**config.mk**
```make
export PLATFORM = sky130hd
export DESIGN_NAME = dma_sequencer_flat
export DESIGN_NICKNAME = d
export VERILOG_FILES = /design/src/rtl/dma_sequencer_if.sv /design/src/rtl/dma_sequencer.sv /design/src/flat_wrapper.sv
export SDC_FILE = /design/constraint.sdc
export NUM_CORES = 1
export LEC_CHECK = 0
export CAP_MARGIN = 20
export CELL_PAD_IN_SITES_DETAIL_PLACEMENT = 1
export CELL_PAD_IN_SITES_GLOBAL_PLACEMENT = 1
export CORE_ASPECT_RATIO = 0.5
export CORE_MARGIN = 2
export CORE_UTILIZATION = 29
export CTS_CLUSTER_SIZE = 20
export DETAILED_ROUTE_END_ITERATION = 10
export PLACE_DENSITY_LB_ADDON = 0.1
export SYNTH_ARGS = -nofsm -noshare
export SYNTH_HDL_FRONTEND = slang
export SYNTH_SLANG_ARGS = --single-unit
```
**constraint.sdc**
```tcl
create_clock -name clk_i -period 5.9 [get_ports clk_i]
set_input_delay 0.59 -clock clk_i [delete_from_list [all_inputs] [get_ports clk_i]]
set_output_delay 0.59 -clock clk_i [all_outputs]
set_load 0.02 [all_outputs]
```
**src/rtl/dma_sequencer_if.sv**
```systemverilog
// Bundles the instruction request, status, data-memory and CGRA buffer buses of the DMA sequencer.
// Signal suffixes are relative to the sequencer: master = sequencer side, slave = core/memory side.
interface dma_sequencer_if #(
  parameter int DW      = 32,
  parameter int AW      = 32,
  parameter int CGRA_AW = 6
);
  logic               req_valid_i;
  logic [1:0]         dma_ctrl_i;
  logic [AW-1:0]      base_i;
  logic [31:0]        len_i;
  logic               stall_o;
  logic               busy_o;
  logic               done_o;
  logic               err_o;
  logic [AW-1:0]      dmem_addr_o;
  logic               dmem_ren_o;
  logic               dmem_wen_o;
  logic [DW-1:0]      dmem_wdata_o;
  logic [DW-1:0]      dmem_rdata_i;
  logic [CGRA_AW-1:0] cgra_addr_o;
  logic               cgra_ren_o;
  logic               cgra_wen_o;
  logic [DW-1:0]      cgra_wdata_o;
  logic [DW-1:0]      cgra_rdata_i;
  logic               cgra_start_o;
  logic               cgra_done_i;

  modport master (
    input  req_valid_i, dma_ctrl_i, base_i, len_i, dmem_rdata_i, cgra_rdata_i, cgra_done_i,
    output stall_o, busy_o, done_o, err_o,
    output dmem_addr_o, dmem_ren_o, dmem_wen_o, dmem_wdata_o,
    output cgra_addr_o, cgra_ren_o, cgra_wen_o, cgra_wdata_o, cgra_start_o
  );

  modport slave (
    output req_valid_i, dma_ctrl_i, base_i, len_i, dmem_rdata_i, cgra_rdata_i, cgra_done_i,
    input  stall_o, busy_o, done_o, err_o,
    input  dmem_addr_o, dmem_ren_o, dmem_wen_o, dmem_wdata_o,
    input  cgra_addr_o, cgra_ren_o, cgra_wen_o, cgra_wdata_o, cgra_start_o
  );
endinterface

```
**src/rtl/dma_sequencer.sv**
```systemverilog
// Executes STC/LFC block copies between data memory and the CGRA buffer and the SCA start/wait
// handshake, stalling the core until the operation retires.
module dma_sequencer #(
  parameter int DW       = 32,
  parameter int AW       = 32,
  parameter int CGRA_AW  = 6,
  parameter int WAIT_MAX = 1024
) (
  input  logic             clk_i,
  input  logic             rst_i,
  dma_sequencer_if.master  bus
);
  localparam int DEPTH = 2 ** CGRA_AW;
  localparam int IW    = CGRA_AW + 1;
  localparam int TW    = $clog2(WAIT_MAX + 1);

  localparam logic [1:0] OP_STC = 2'b01;
  localparam logic [1:0] OP_LFC = 2'b10;
  localparam logic [1:0] OP_SCA = 2'b11;

  typedef enum logic [2:0] {S_IDLE, S_RD, S_WR, S_START, S_WAIT, S_DONE} state_t;

  state_t        state_q;
  logic [1:0]    op_q;
  logic [AW-1:0] base_q;
  logic [IW-1:0] len_q;
  logic [IW-1:0] idx_q;
  logic [TW-1:0] timer_q;
  logic          err_q;

  logic          accept;
  logic [IW-1:0] len_d;
  logic [IW-1:0] idx_d;
  logic [AW-1:0] dmem_byte_addr;
  logic [DW-1:0] wr_data;

  assign accept = bus.req_valid_i && (bus.dma_ctrl_i != 2'b00);
  // Clamp to the buffer depth; idx has one extra bit so a full-depth count still terminates.
  assign len_d  = (bus.len_i > 32'(DEPTH)) ? IW'(DEPTH) : IW'(bus.len_i);
  assign idx_d  = idx_q + IW'(1);
  assign dmem_byte_addr = base_q + (AW'(idx_q) << 2);

  always_ff @(posedge clk_i or posedge rst_i) begin
    if (rst_i) begin
      state_q <= S_IDLE;
      op_q    <= 2'b00;
      base_q  <= '0;
      len_q   <= '0;
      idx_q   <= '0;
      timer_q <= '0;
      err_q   <= 1'b0;
    end else begin
      case (state_q)
        S_IDLE: begin
          if (accept) begin
            op_q   <= bus.dma_ctrl_i;
            base_q <= bus.base_i;
            len_q  <= len_d;
            idx_q  <= '0;
            err_q  <= 1'b0;
            if (bus.dma_ctrl_i == OP_SCA)  state_q <= S_START;
            else if (len_d == '0)          state_q <= S_DONE;
            else                           state_q <= S_RD;
          end
        end
        S_RD: state_q <= S_WR;
        S_WR: begin
          idx_q   <= idx_d;
          state_q <= (idx_d < len_q) ? S_RD : S_DONE;
        end
        S_START: begin
          timer_q <= '0;
          state_q <= S_WAIT;
        end
        S_WAIT: begin
          // A done arriving on the expiry cycle takes priority over the timeout.
          if (bus.cgra_done_i) begin
            state_q <= S_DONE;
          end else if (timer_q == TW'(WAIT_MAX - 1)) begin
            err_q   <= 1'b1;
            state_q <= S_DONE;
          end else begin
            timer_q <= timer_q + TW'(1);
          end
        end
        S_DONE:  state_q <= S_IDLE;
        default: state_q <= S_IDLE;
      endcase
    end
  end

  assign wr_data = (op_q == OP_STC) ? bus.dmem_rdata_i : bus.cgra_rdata_i;

  // Strobes decode from the registered state only; the accept-cycle stall is the sole input path.
  always_comb begin
    bus.stall_o      = 1'b0;
    bus.busy_o       = (state_q != S_IDLE);
    bus.done_o       = (state_q == S_DONE);
    bus.err_o        = err_q;
    bus.dmem_addr_o  = '0;
    bus.dmem_ren_o   = 1'b0;
    bus.dmem_wen_o   = 1'b0;
    bus.dmem_wdata_o = '0;
    bus.cgra_addr_o  = '0;
    bus.cgra_ren_o   = 1'b0;
    bus.cgra_wen_o   = 1'b0;
    bus.cgra_wdata_o = '0;
    bus.cgra_start_o = 1'b0;
    case (state_q)
      S_IDLE: bus.stall_o = accept && !rst_i;
      S_RD: begin
        bus.stall_o = 1'b1;
        if (op_q == OP_STC) begin
          bus.dmem_ren_o  = 1'b1;
          bus.dmem_addr_o = dmem_byte_addr;
        end else if (op_q == OP_LFC) begin
          bus.cgra_ren_o  = 1'b1;
          bus.cgra_addr_o = idx_q[CGRA_AW-1:0];
        end
      end
      S_WR: begin
        bus.stall_o = 1'b1;
        if (op_q == OP_STC) begin
          bus.cgra_wen_o   = 1'b1;
          bus.cgra_addr_o  = idx_q[CGRA_AW-1:0];
          bus.cgra_wdata_o = wr_data;
        end else if (op_q == OP_LFC) begin
          bus.dmem_wen_o   = 1'b1;
          bus.dmem_addr_o  = dmem_byte_addr;
          bus.dmem_wdata_o = wr_data;
        end
      end
      S_START: begin
        bus.stall_o      = 1'b1;
        bus.cgra_start_o = 1'b1;
      end
      S_WAIT:  bus.stall_o = 1'b1;
      default: bus.stall_o = 1'b0;
    endcase
  end
endmodule

```
**src/flat_wrapper.sv**
```systemverilog
// flat-port wrapper written by rule: the top's interface ports become plain ports
module dma_sequencer_flat 
#(
  parameter int DW       = 32,
  parameter int AW       = 32,
  parameter int CGRA_AW  = 6,
  parameter int WAIT_MAX = 1024
)
  (clk_i, rst_i, bus_req_valid_i, bus_dma_ctrl_i, bus_base_i, bus_len_i, bus_dmem_rdata_i, bus_cgra_rdata_i, bus_cgra_done_i, bus_stall_o, bus_busy_o, bus_done_o, bus_err_o, bus_dmem_addr_o, bus_dmem_ren_o, bus_dmem_wen_o, bus_dmem_wdata_o, bus_cgra_addr_o, bus_cgra_ren_o, bus_cgra_wen_o, bus_cgra_wdata_o, bus_cgra_start_o);
  dma_sequencer_if #(.DW(DW), .AW(AW), .CGRA_AW(CGRA_AW)) bus_i ();
  input  logic clk_i;
  input  logic rst_i;
  input wire logic [$bits(bus_i.req_valid_i)-1:0] bus_req_valid_i;
  input wire logic [$bits(bus_i.dma_ctrl_i)-1:0] bus_dma_ctrl_i;
  input wire logic [$bits(bus_i.base_i)-1:0] bus_base_i;
  input wire logic [$bits(bus_i.len_i)-1:0] bus_len_i;
  input wire logic [$bits(bus_i.dmem_rdata_i)-1:0] bus_dmem_rdata_i;
  input wire logic [$bits(bus_i.cgra_rdata_i)-1:0] bus_cgra_rdata_i;
  input wire logic [$bits(bus_i.cgra_done_i)-1:0] bus_cgra_done_i;
  output wire logic [$bits(bus_i.stall_o)-1:0] bus_stall_o;
  output wire logic [$bits(bus_i.busy_o)-1:0] bus_busy_o;
  output wire logic [$bits(bus_i.done_o)-1:0] bus_done_o;
  output wire logic [$bits(bus_i.err_o)-1:0] bus_err_o;
  output wire logic [$bits(bus_i.dmem_addr_o)-1:0] bus_dmem_addr_o;
  output wire logic [$bits(bus_i.dmem_ren_o)-1:0] bus_dmem_ren_o;
  output wire logic [$bits(bus_i.dmem_wen_o)-1:0] bus_dmem_wen_o;
  output wire logic [$bits(bus_i.dmem_wdata_o)-1:0] bus_dmem_wdata_o;
  output wire logic [$bits(bus_i.cgra_addr_o)-1:0] bus_cgra_addr_o;
  output wire logic [$bits(bus_i.cgra_ren_o)-1:0] bus_cgra_ren_o;
  output wire logic [$bits(bus_i.cgra_wen_o)-1:0] bus_cgra_wen_o;
  output wire logic [$bits(bus_i.cgra_wdata_o)-1:0] bus_cgra_wdata_o;
  output wire logic [$bits(bus_i.cgra_start_o)-1:0] bus_cgra_start_o;
  assign bus_i.req_valid_i = bus_req_valid_i;
  assign bus_i.dma_ctrl_i = bus_dma_ctrl_i;
  assign bus_i.base_i = bus_base_i;
  assign bus_i.len_i = bus_len_i;
  assign bus_i.dmem_rdata_i = bus_dmem_rdata_i;
  assign bus_i.cgra_rdata_i = bus_cgra_rdata_i;
  assign bus_i.cgra_done_i = bus_cgra_done_i;
  assign bus_stall_o = bus_i.stall_o;
  assign bus_busy_o = bus_i.busy_o;
  assign bus_done_o = bus_i.done_o;
  assign bus_err_o = bus_i.err_o;
  assign bus_dmem_addr_o = bus_i.dmem_addr_o;
  assign bus_dmem_ren_o = bus_i.dmem_ren_o;
  assign bus_dmem_wen_o = bus_i.dmem_wen_o;
  assign bus_dmem_wdata_o = bus_i.dmem_wdata_o;
  assign bus_cgra_addr_o = bus_i.cgra_addr_o;
  assign bus_cgra_ren_o = bus_i.cgra_ren_o;
  assign bus_cgra_wen_o = bus_i.cgra_wen_o;
  assign bus_cgra_wdata_o = bus_i.cgra_wdata_o;
  assign bus_cgra_start_o = bus_i.cgra_start_o;
  dma_sequencer #(.DW(DW), .AW(AW), .CGRA_AW(CGRA_AW), .WAIT_MAX(WAIT_MAX)) u_core (.clk_i(clk_i), .rst_i(rst_i), .bus(bus_i));
endmodule
```
======== Yosys cells after proc, flatten, opt, wreduce, memory -nomap -nowiden ========
Index checks and enable logic that the tools add are counted.
word-level totals
  logic and storage cells ................. 82
  bits in registers ....................... 63
  input bits .............................. 134
  output and inout bits ................... 111
operators by class
  reduce and logical (&&, ||, !) cells .... 16
  multiplexer cells ....................... 40
  magnitude comparators ................... 2
  equal/unequal tests ..................... 14
  add/subtract/negate cells ............... 3
operator list
  kind                   count
  $mux 32                9
  $pmux 32 s2            1
  $add 32x9->32          1
  $gt 32x7->1 const B    1
  $mux 11                2
  $pmux 11 s2            1
  $mux 3                 6
  $mux 6                 3
  $pmux 3 s5             1
  $mux 7                 2
  $pmux 7 s2             1
  $pmux 6 s2             1
  $add 11x1->11 const B  1
  $eq 11x10->1 const B   1
  $mux 1                 11
  $reduce_bool 2->1      4
  $add 7x1->7 const B    1
  $logic_not 7->1        1
  $lt 7x7->1             1
  $eq 3x2->1 const B     2
  $eq 3x3->1 const B     2
  $reduce_and 2->1       3
  $eq 2x2->1 const B     2
  $ne 2x1->1 const B     2
  12 further kinds       15

======== Logic depth before layout (Yosys ltp) ========
Gate-level depths: netlist of run 1.
  word-level depth ........................ 7
  depth in mapped cells ................... 9
  mapped depth without buffers ............ 9

======== Worst setup path before layout of run 1 ========
No wires, ideal clock.
  path type ............................... register to output
  start point ............................. register u_core.idx_q[0]
  end point ............................... output port bus_dmem_addr_o[26]
  buffers on the path ..................... 0
  arrival ................................. 2.619 ns
  slack ................................... 2.691 ns
  data required time ...................... 5.310 ns
  cell stages (with the launch flop) ...... 10
  path through ............................ dfrtp_1 > ha_1 > inv_1 > fa_1 > and2b_1 > o21ai_1 > a211oi_2 > o21ai_4 > or3_1 > a21oi_1
on the way
  cells in the longest elaborated chain, start to end .. 4
  elaborated cells between the ends (all ways) .. 5
  classes of those cells .................. add/sub (1); mux (4)
RTL lines
  what                      line                  RTL
  start: declaration        dma_sequencer.sv:27   logic [IW-1:0] idx_q;
  start signal: assignment  dma_sequencer.sv:68   idx_q <= idx_d;
  $add 32x9->32 *           dma_sequencer.sv:41   assign dmem_byte_addr = base_q + (AW'(idx_q) << 2);
  $mux 32                   dma_sequencer.sv:127  end else if (op_q == OP_LFC) begin
  $mux 32                   dma_sequencer.sv:123  if (op_q == OP_STC) begin
  $pmux 32 s2 *             dma_sequencer.sv:109  case (state_q)
  end: declaration          flat_wrapper.sv:24    output wire logic [$bits(bus_i.dmem_addr_o)-1:0] bus_dmem_addr_o;
Every way passes the cells marked *; elsewhere a longest branch is shown, timed or not.

======== Worst setup path in the final report of run 1 ========
  start point ............................. register u_core.idx_q[0]
  end point ............................... output port bus_dmem_addr_o[28]
Same word-level chain as after synthesis.

==> impl_metrics.ini, run 1 <==
[outcome]
status = finished, final reports clean

[layout]
antenna_cells = 0
nets = 937
layout-drive-gt1-share_pct = 3.91
fin_util_pct = 50.0
area_delta_synth_final_pct = 67.5

[setup_path]
crit_slowest_cell = a211oi_2
max_stage_delay_ns = 0.71
cp_num_cells = 10
critPathKind = reg -> out
cp_max_fo = 8
cp_cell_sequence = ha_1 > inv_1 > fa_1 > and2b_1 > o21ai_1 > a211oi_2 > o21ai_4 > or3_1 > a21oi_1 > clkdlybuf4s50_1
rrSetupSlack_ns = 3.61
cpLargestDelayFamily = compound AO/OA/AOI/OAI gates
r2r-start = u_core.idx_q[0]$_DFFE_PP0P_
arrival_ns = 3.84
start_kind = flop
r2r_cells = 8
r2r-end = u_core.state_q[2]$_DFFE_PP0P_
crit_path_end_kind = output pin
worst_ep_required_time_ns = 5.31
worst-path-buf-inv = 2

[sta]
worst_hold_slack_ns = 0.476
fin_worst_skew_ns = 0.00617
min_period_ns = 4.43
fmax_mhz = 226
final-max-slew-violation-count = 0
setup_ws_ns = 1.47
setup_viol = 0
worst_pin_slew_ns = 1.07
finalHoldViolCount = 0
slew_headroom_pct = 29.0
finalSetupTns_ns = 0
period_share_pct = 75.1
rsz0062_at_grt = false

[cts]
cts_root_buf = clkbuf_16
clock_sinks = 63
tritoncts = yes
clk_path_buf_depth = 2
numCtsBuffers = 9
clk_latency_ns = 0.34
postCtsSetupBuffers = 0
clk_pin_slew_ns = 0.05
ctsHoldBuffers = 0
ctsResizeCount = 0
htreeDepth = 3

[grt]
first_global_vias = 5011
grt_use_total_pct = 21.1
grt_pass1_wl_um = 26700
grt_max_degree = 64
use_met1_pct = 27.0
grt_most_used_layer = met2
use_met3_pct = 5.01
grt-ovfl-total = 0
grtUsageMet2_pct = 35.9
antenna_found_initial = 0

[placed_design]
port-buffer-count = 244
dp_hpwl_um = 12800
place_worst_setup_slack_ns = 1.82
place.gp.congestion = 0.809

[logic_synthesis]
ys.flop_type = dfrtp_1
async_flop_share_pct = 100
syn_area_um2 = 4330
synthesis.nets = 702
synth_edf_count = 0
seq_area_frac_synth_pct = 36.4
ys_warn_count = 0
synth_seq_cells = 63
synthDistinctLibCells = 51
synthCells = 552
postSynthAreaPerCell_um2 = 7.84

[job]
cap_violations = 0

[drt]
vias_per_cell = 4.69
wirelength_um = 16300
drtIter0Drc = 170
antenna_left = 0
drc = 0
first_pass_iters = 4
wl_per_cell_um = 16.5
vias = 4644

[worst_hold_path]
hold_depth = 2
min_to = u_core.base_q[1]$_DFFE_PP0P_
hp-class = reg -> reg
hp-start = u_core.base_q[1]$_DFFE_PP0P_

[floorplan]
io_pins = 245
core.rowCount = 31
initial_core_util_pct = 29.8
die_h_um = 90.4
fp.dieArea_um2 = 16000
die_x_um = 177
core_um2 = 14500

[pwr]
p_per_area_nw_per_um2 = 308
p_total_mw = 2.23
p_leak_nw = 3.05
ir_worst_vdd_mv = 0.152
area by class of cell:
| class | count | area, um^2 |
|---|---|---|
| Sequential cell | 63 | 1580 |
| Tap cell | 198 | 248 |
| Inverter | 14 | 52.6 |
| Clock buffer | 11 | 253 |
| Fill cell | 1753 | 7260 |
| Timing Repair Buffer | 250 | 2490 |
| Clock inverter | 5 | 32.5 |
| Multi-Input combinational cell | 449 | 2590 |
routing by layer:
layer,up-vias,share of wire (%)
met5,-,0
met4,0,1.5
met3,19,4.6
met2,100,48
met1,2224,46
li1,2301,-
cells by family (layout without fill, tap and decap cells):
logic type,Yosys count,after routing,synth area share (%)
adder cells (fa/ha/maj),16,16,4.80
flip-flops,63,63,36.4
buffers and inverters,40,280,3.93
XOR/XNOR,33,33,6.68
AO/OA/AOI/OAI,67,67,10.2
AND/OR/NAND/NOR,333,333,38.0
per-stage QoR:
step	cell area, um^2	cells
2_1_floorplan	4330	552
3_3_place_gp	6950	973
3_5_place_dp	6960	974
4_1_cts	7250	990
5_1_grt	7250	990
6_report	7250	990
worst register-to-register path, stage by stage (launching register included):
cell and delay, ns:
dfrtp_1 0.46, ha_1 0.28, nand3_1 0.16, nor2_1 0.16
xor2_1 0.26, ha_1 0.29, a211o_1 0.29, a22oi_1 0.16
o211ai_1 0.11
placed cells by master (no fill, tap or decap), types with 3 or more instances in the layout:
master	instances
o211ai_1	4
clkdlybuf4s50_1	244
clkbuf_16	9
ha_1	15
and2_1	78
buf_4	5
o21ai_1	7
a21oi_1	11
and3_1	8
nor2_1	44
nand2_1	134
nor3_1	7
nand4_1	8
o21ai_0	19
xnor2_1	9
xor2_1	24
nand3_1	18
and4_1	6
nor4_1	6
nand2b_1	4
a211oi_1	4
or3_1	5
nor2b_1	3
o22ai_1	4
clkinvlp_4	3
inv_1	13
dfrtp_1	63
cells in the mapped netlist (3+ instances only):
| library cell | n | area share (%) |
|---|---|---|
| nor2_1 | 46 | 4.0 |
| nand2_1 | 134 | 12 |
| nor3_1 | 7 | 0.81 |
| nand2b_1 | 4 | 0.58 |
| o22ai_1 | 4 | 0.58 |
| o211ai_1 | 4 | 0.69 |
| nor2b_1 | 3 | 0.43 |
| dfrtp_1 | 63 | 36 |
| a211oi_1 | 4 | 0.69 |
| xor2_1 | 24 | 4.9 |
| or3_1 | 5 | 0.72 |
| xnor2_1 | 9 | 1.8 |
| buf_2 | 10 | 1.2 |
| o21ai_1 | 7 | 0.81 |
| and2_1 | 78 | 11 |
| and4_1 | 6 | 1.2 |
| o21ai_0 | 19 | 2.2 |
| clkbuf_1 | 15 | 1.3 |
| and3_1 | 8 | 1.2 |
| nor4_1 | 6 | 0.87 |
| ha_1 | 15 | 4.3 |
| a21oi_1 | 11 | 1.3 |
| nand4_1 | 8 | 1.2 |
| nand3_1 | 18 | 2.1 |
| inv_1 | 14 | 1.2 |
flip-flops by register name (all words and copies together), names as in the netlist:
name	flops
u_core.base_q	32
u_core.timer_q	11
u_core.state_q	3
u_core.idx_q	7
u_core.bus.err_o	1
u_core.op_q	2
u_core.len_q	7
report_power, final:
group / internal, mW / total, mW / switching [mW] / leakage (nW)
combinational: 0.457 / 0.988 / 0.531 / 2.10
clock: 0.305 / 0.508 / 0.202 / 0.134
sequential: 0.572 / 0.738 / 0.166 / 0.819
total: 1.33 / 2.23 / 0.900 / 3.05
worst max path at each step:
stage / from / endpoint / slack, ns
floorplan: u_core.idx_q[0]$_DFFE_PP0P_ / bus_dmem_addr_o[26] / 2.69
global placement: u_core.idx_q[0]$_DFFE_PP0P_ / bus_dmem_addr_o[30] / 1.90
detailed placement: u_core.idx_q[0]$_DFFE_PP0P_ / bus_dmem_addr_o[26] / 1.82
CTS: u_core.idx_q[0]$_DFFE_PP0P_ / bus_dmem_addr_o[28] / 1.46
global route: u_core.idx_q[0]$_DFFE_PP0P_ / bus_dmem_addr_o[28] / 1.23
finish: u_core.idx_q[0]$_DFFE_PP0P_ / bus_dmem_addr_o[28] / 1.47
Power figures use the tool's default switching activity.
==> inputs of run 2 (changes only) <==
--- a/config.mk
+++ b/config.mk
@@ -10,7 +10,7 @@
 export CELL_PAD_IN_SITES_GLOBAL_PLACEMENT = 1
 export CORE_ASPECT_RATIO = 0.5
 export CORE_MARGIN = 2
-export CORE_UTILIZATION = 29
+export CORE_UTILIZATION = 24
 export CTS_CLUSTER_SIZE = 20
 export DETAILED_ROUTE_END_ITERATION = 10
 export PLACE_DENSITY_LB_ADDON = 0.1
==> constraint.sdc (replaced) <==
create_clock -name clk_i -period 3.7 [get_ports clk_i]
set_input_delay 0.37 -clock clk_i [delete_from_list [all_inputs] [get_ports clk_i]]
set_output_delay 0.37 -clock clk_i [all_outputs]
set_load 0.02 [all_outputs]
==> run 2 against run 1 <==
Compared with the run above:
- critical path type unchanged
- sequential share of layout area fell by 0.34 points
- die area rose by 20%
- setup slack got worse by 1.2 ns
- non-clock buffer count rose by 7
- cell area rose by 1.6%
- first-iteration DRC count rose by 24%
- critical path depth rose by 2
==> impl_metrics.ini, run 2 (synthesized netlist as in run 1, its figures left out) <==
[outcome]
status = finished, final reports clean

[drt]
drc = 0
antenna_left = 0
wirelength_um = 16700
wl_per_cell_um = 16.2
vias_per_cell = 4.44
drtIter0Drc = 210
vias = 4588
first_pass_iters = 4

[layout]
area_delta_synth_final_pct = 70.2
final_cell_mix = clkdlybuf4s50_1, nand2_1, and2_1
antenna_cells = 0
largest_register_ffs = 32
final_common_cell = clkdlybuf4s50_1
largestRegisters = u_core.base_q x32, u_core.timer_q x11
layout-drive-gt1-share_pct = 4.76
max_flop_register = u_core.base_q
nets = 944

[setup_path]
cp_cell_sequence = ha_1 > inv_1 > fa_1 > and2b_1 > o21ai_1 > a211oi_2 > buf_4 > buf_4 > o211ai_1 > xor2_1 > nor2_1 > clkdlybuf4s50_1
worst_ep_required_time_ns = 3.33
worst_path_most_repeated_cell = buf_4
cp_max_fo = 7
r2r_cells = 9
crit_slowest_cell = clkdlybuf4s50_1
worst-path-buf-inv = 4
cpLargestDelayFamily = buffers and inverters
max_stage_delay_ns = 0.61
critPathKind = reg -> out
crit_path_end_kind = output pin
arrival_ns = 3.10
start_kind = flop
cp_num_cells = 12

[grt]
antenna_found_initial = 0
grt_pass1_wl_um = 26500
grt-ovfl-total = 0
grt_max_degree = 44
grt_use_total_pct = 17.4
first_global_vias = 4915

[pwr]
p_leak_nw = 3.18
p_per_area_nw_per_um2 = 490
ir_worst_vdd_mv = 0.241
p_total_mw = 3.60

[sta]
finalSetupTns_ns = 0
min_period_ns = 3.47
rsz0062_at_grt = false
finalHoldViolCount = 0
period_share_pct = 93.9
worst_pin_slew_ns = 0.597
fin_worst_skew_ns = 0.0116
worst_hold_slack_ns = 0.401
final-max-slew-violation-count = 0
slew_headroom_pct = 59.8
fmax_mhz = 288
setup_viol = 0

[cts]
tritoncts = yes
clk_pin_slew_ns = 0.06
numCtsBuffers = 9
clock_sinks = 63
ctsHoldBuffers = 0
htreeDepth = 3
cts_root_buf = clkbuf_16
clk_latency_ns = 0.33
clk_path_buf_depth = 2

[placed_design]
dp_hpwl_um = 13500
port-buffer-count = 244
place.gp.congestion = 0.770

[floorplan]
core.rowCount = 34
core_um2 = 17500
io_pins = 245
initial_core_util_pct = 24.7
fp.dieArea_um2 = 19200
die_x_um = 194
die_h_um = 98.9

[job]
cap_violations = 0

[worst_hold_path]
hp-class = in -> async
[run 2: final timing paths]
kind                       slack, ns                             to                    startpoint
setup / recovery                0.23            bus_dmem_addr_o[20]   u_core.idx_q[0]$_DFFE_PP0P_
hold / removal                  0.40  u_core.timer_q[1]$_DFFE_PP0P_                         rst_i
setup reg to reg                1.45  u_core.state_q[2]$_DFFE_PP0P_   u_core.idx_q[0]$_DFFE_PP0P_
hold reg to reg                 0.47   u_core.base_q[0]$_DFFE_PP0P_  u_core.base_q[0]$_DFFE_PP0P_
max in group asynchronous       2.34  u_core.base_q[10]$_DFFE_PP0P_                         rst_i
min in group clk_i              0.47   u_core.base_q[0]$_DFFE_PP0P_  u_core.base_q[0]$_DFFE_PP0P_
[run 2: repair_timing]
item                                    in CTS  in global routing
pin swaps                                    1                  0
resized for setup                            0                  5
endpoints found under the setup margin       4                  5
setup buffers                                1                  0
[run 2: per-layer routing]
| layer | GRT usage, % | share of wire [%] | up-vias |
|---|---|---|---|
| met3 | 4.14 | 3.7 | 17 |
| li1 | - | - | 2317 |
| met1 | 22.8 | 47 | 2169 |
| met2 | 29.6 | 49 | 85 |
| met5 | 0 | 0 | - |
| met4 | 3.50 | 1.0 | 0 |
[run 2: area by class of cell]
class                           instances  area [um^2]
Fill cell                            2081        10200
Multi-Input combinational cell        449         2590
Timing Repair Buffer                  257         2550
Sequential cell                        63         1580
Tap cell                              234          293
Clock buffer                            9          225
Clock inverter                          7         72.6
Inverter                               14         52.6
[run 2: where the power goes]
part	switching, mW	internal, mW	total, mW
Combinational	0.856	0.734	1.59
Sequential	0.253	0.911	1.16
Clock	0.328	0.522	0.850
[run 2: through the flow]
stage / area [um^2] / util [%] / std cells / worst slack [ns]
after global placement: 7040 / 40.2 / 1016 / 0.334
after floorplan: 4330 / - / 552 / 0.711
after global routing: 7360 / 42.0 / 1033 / 0.0150
final: 7360 / 42.0 / 1033 / 0.226
after detailed placement: 7040 / 40.2 / 1016 / 0.314
after CTS: 7350 / 41.9 / 1033 / 0.0611
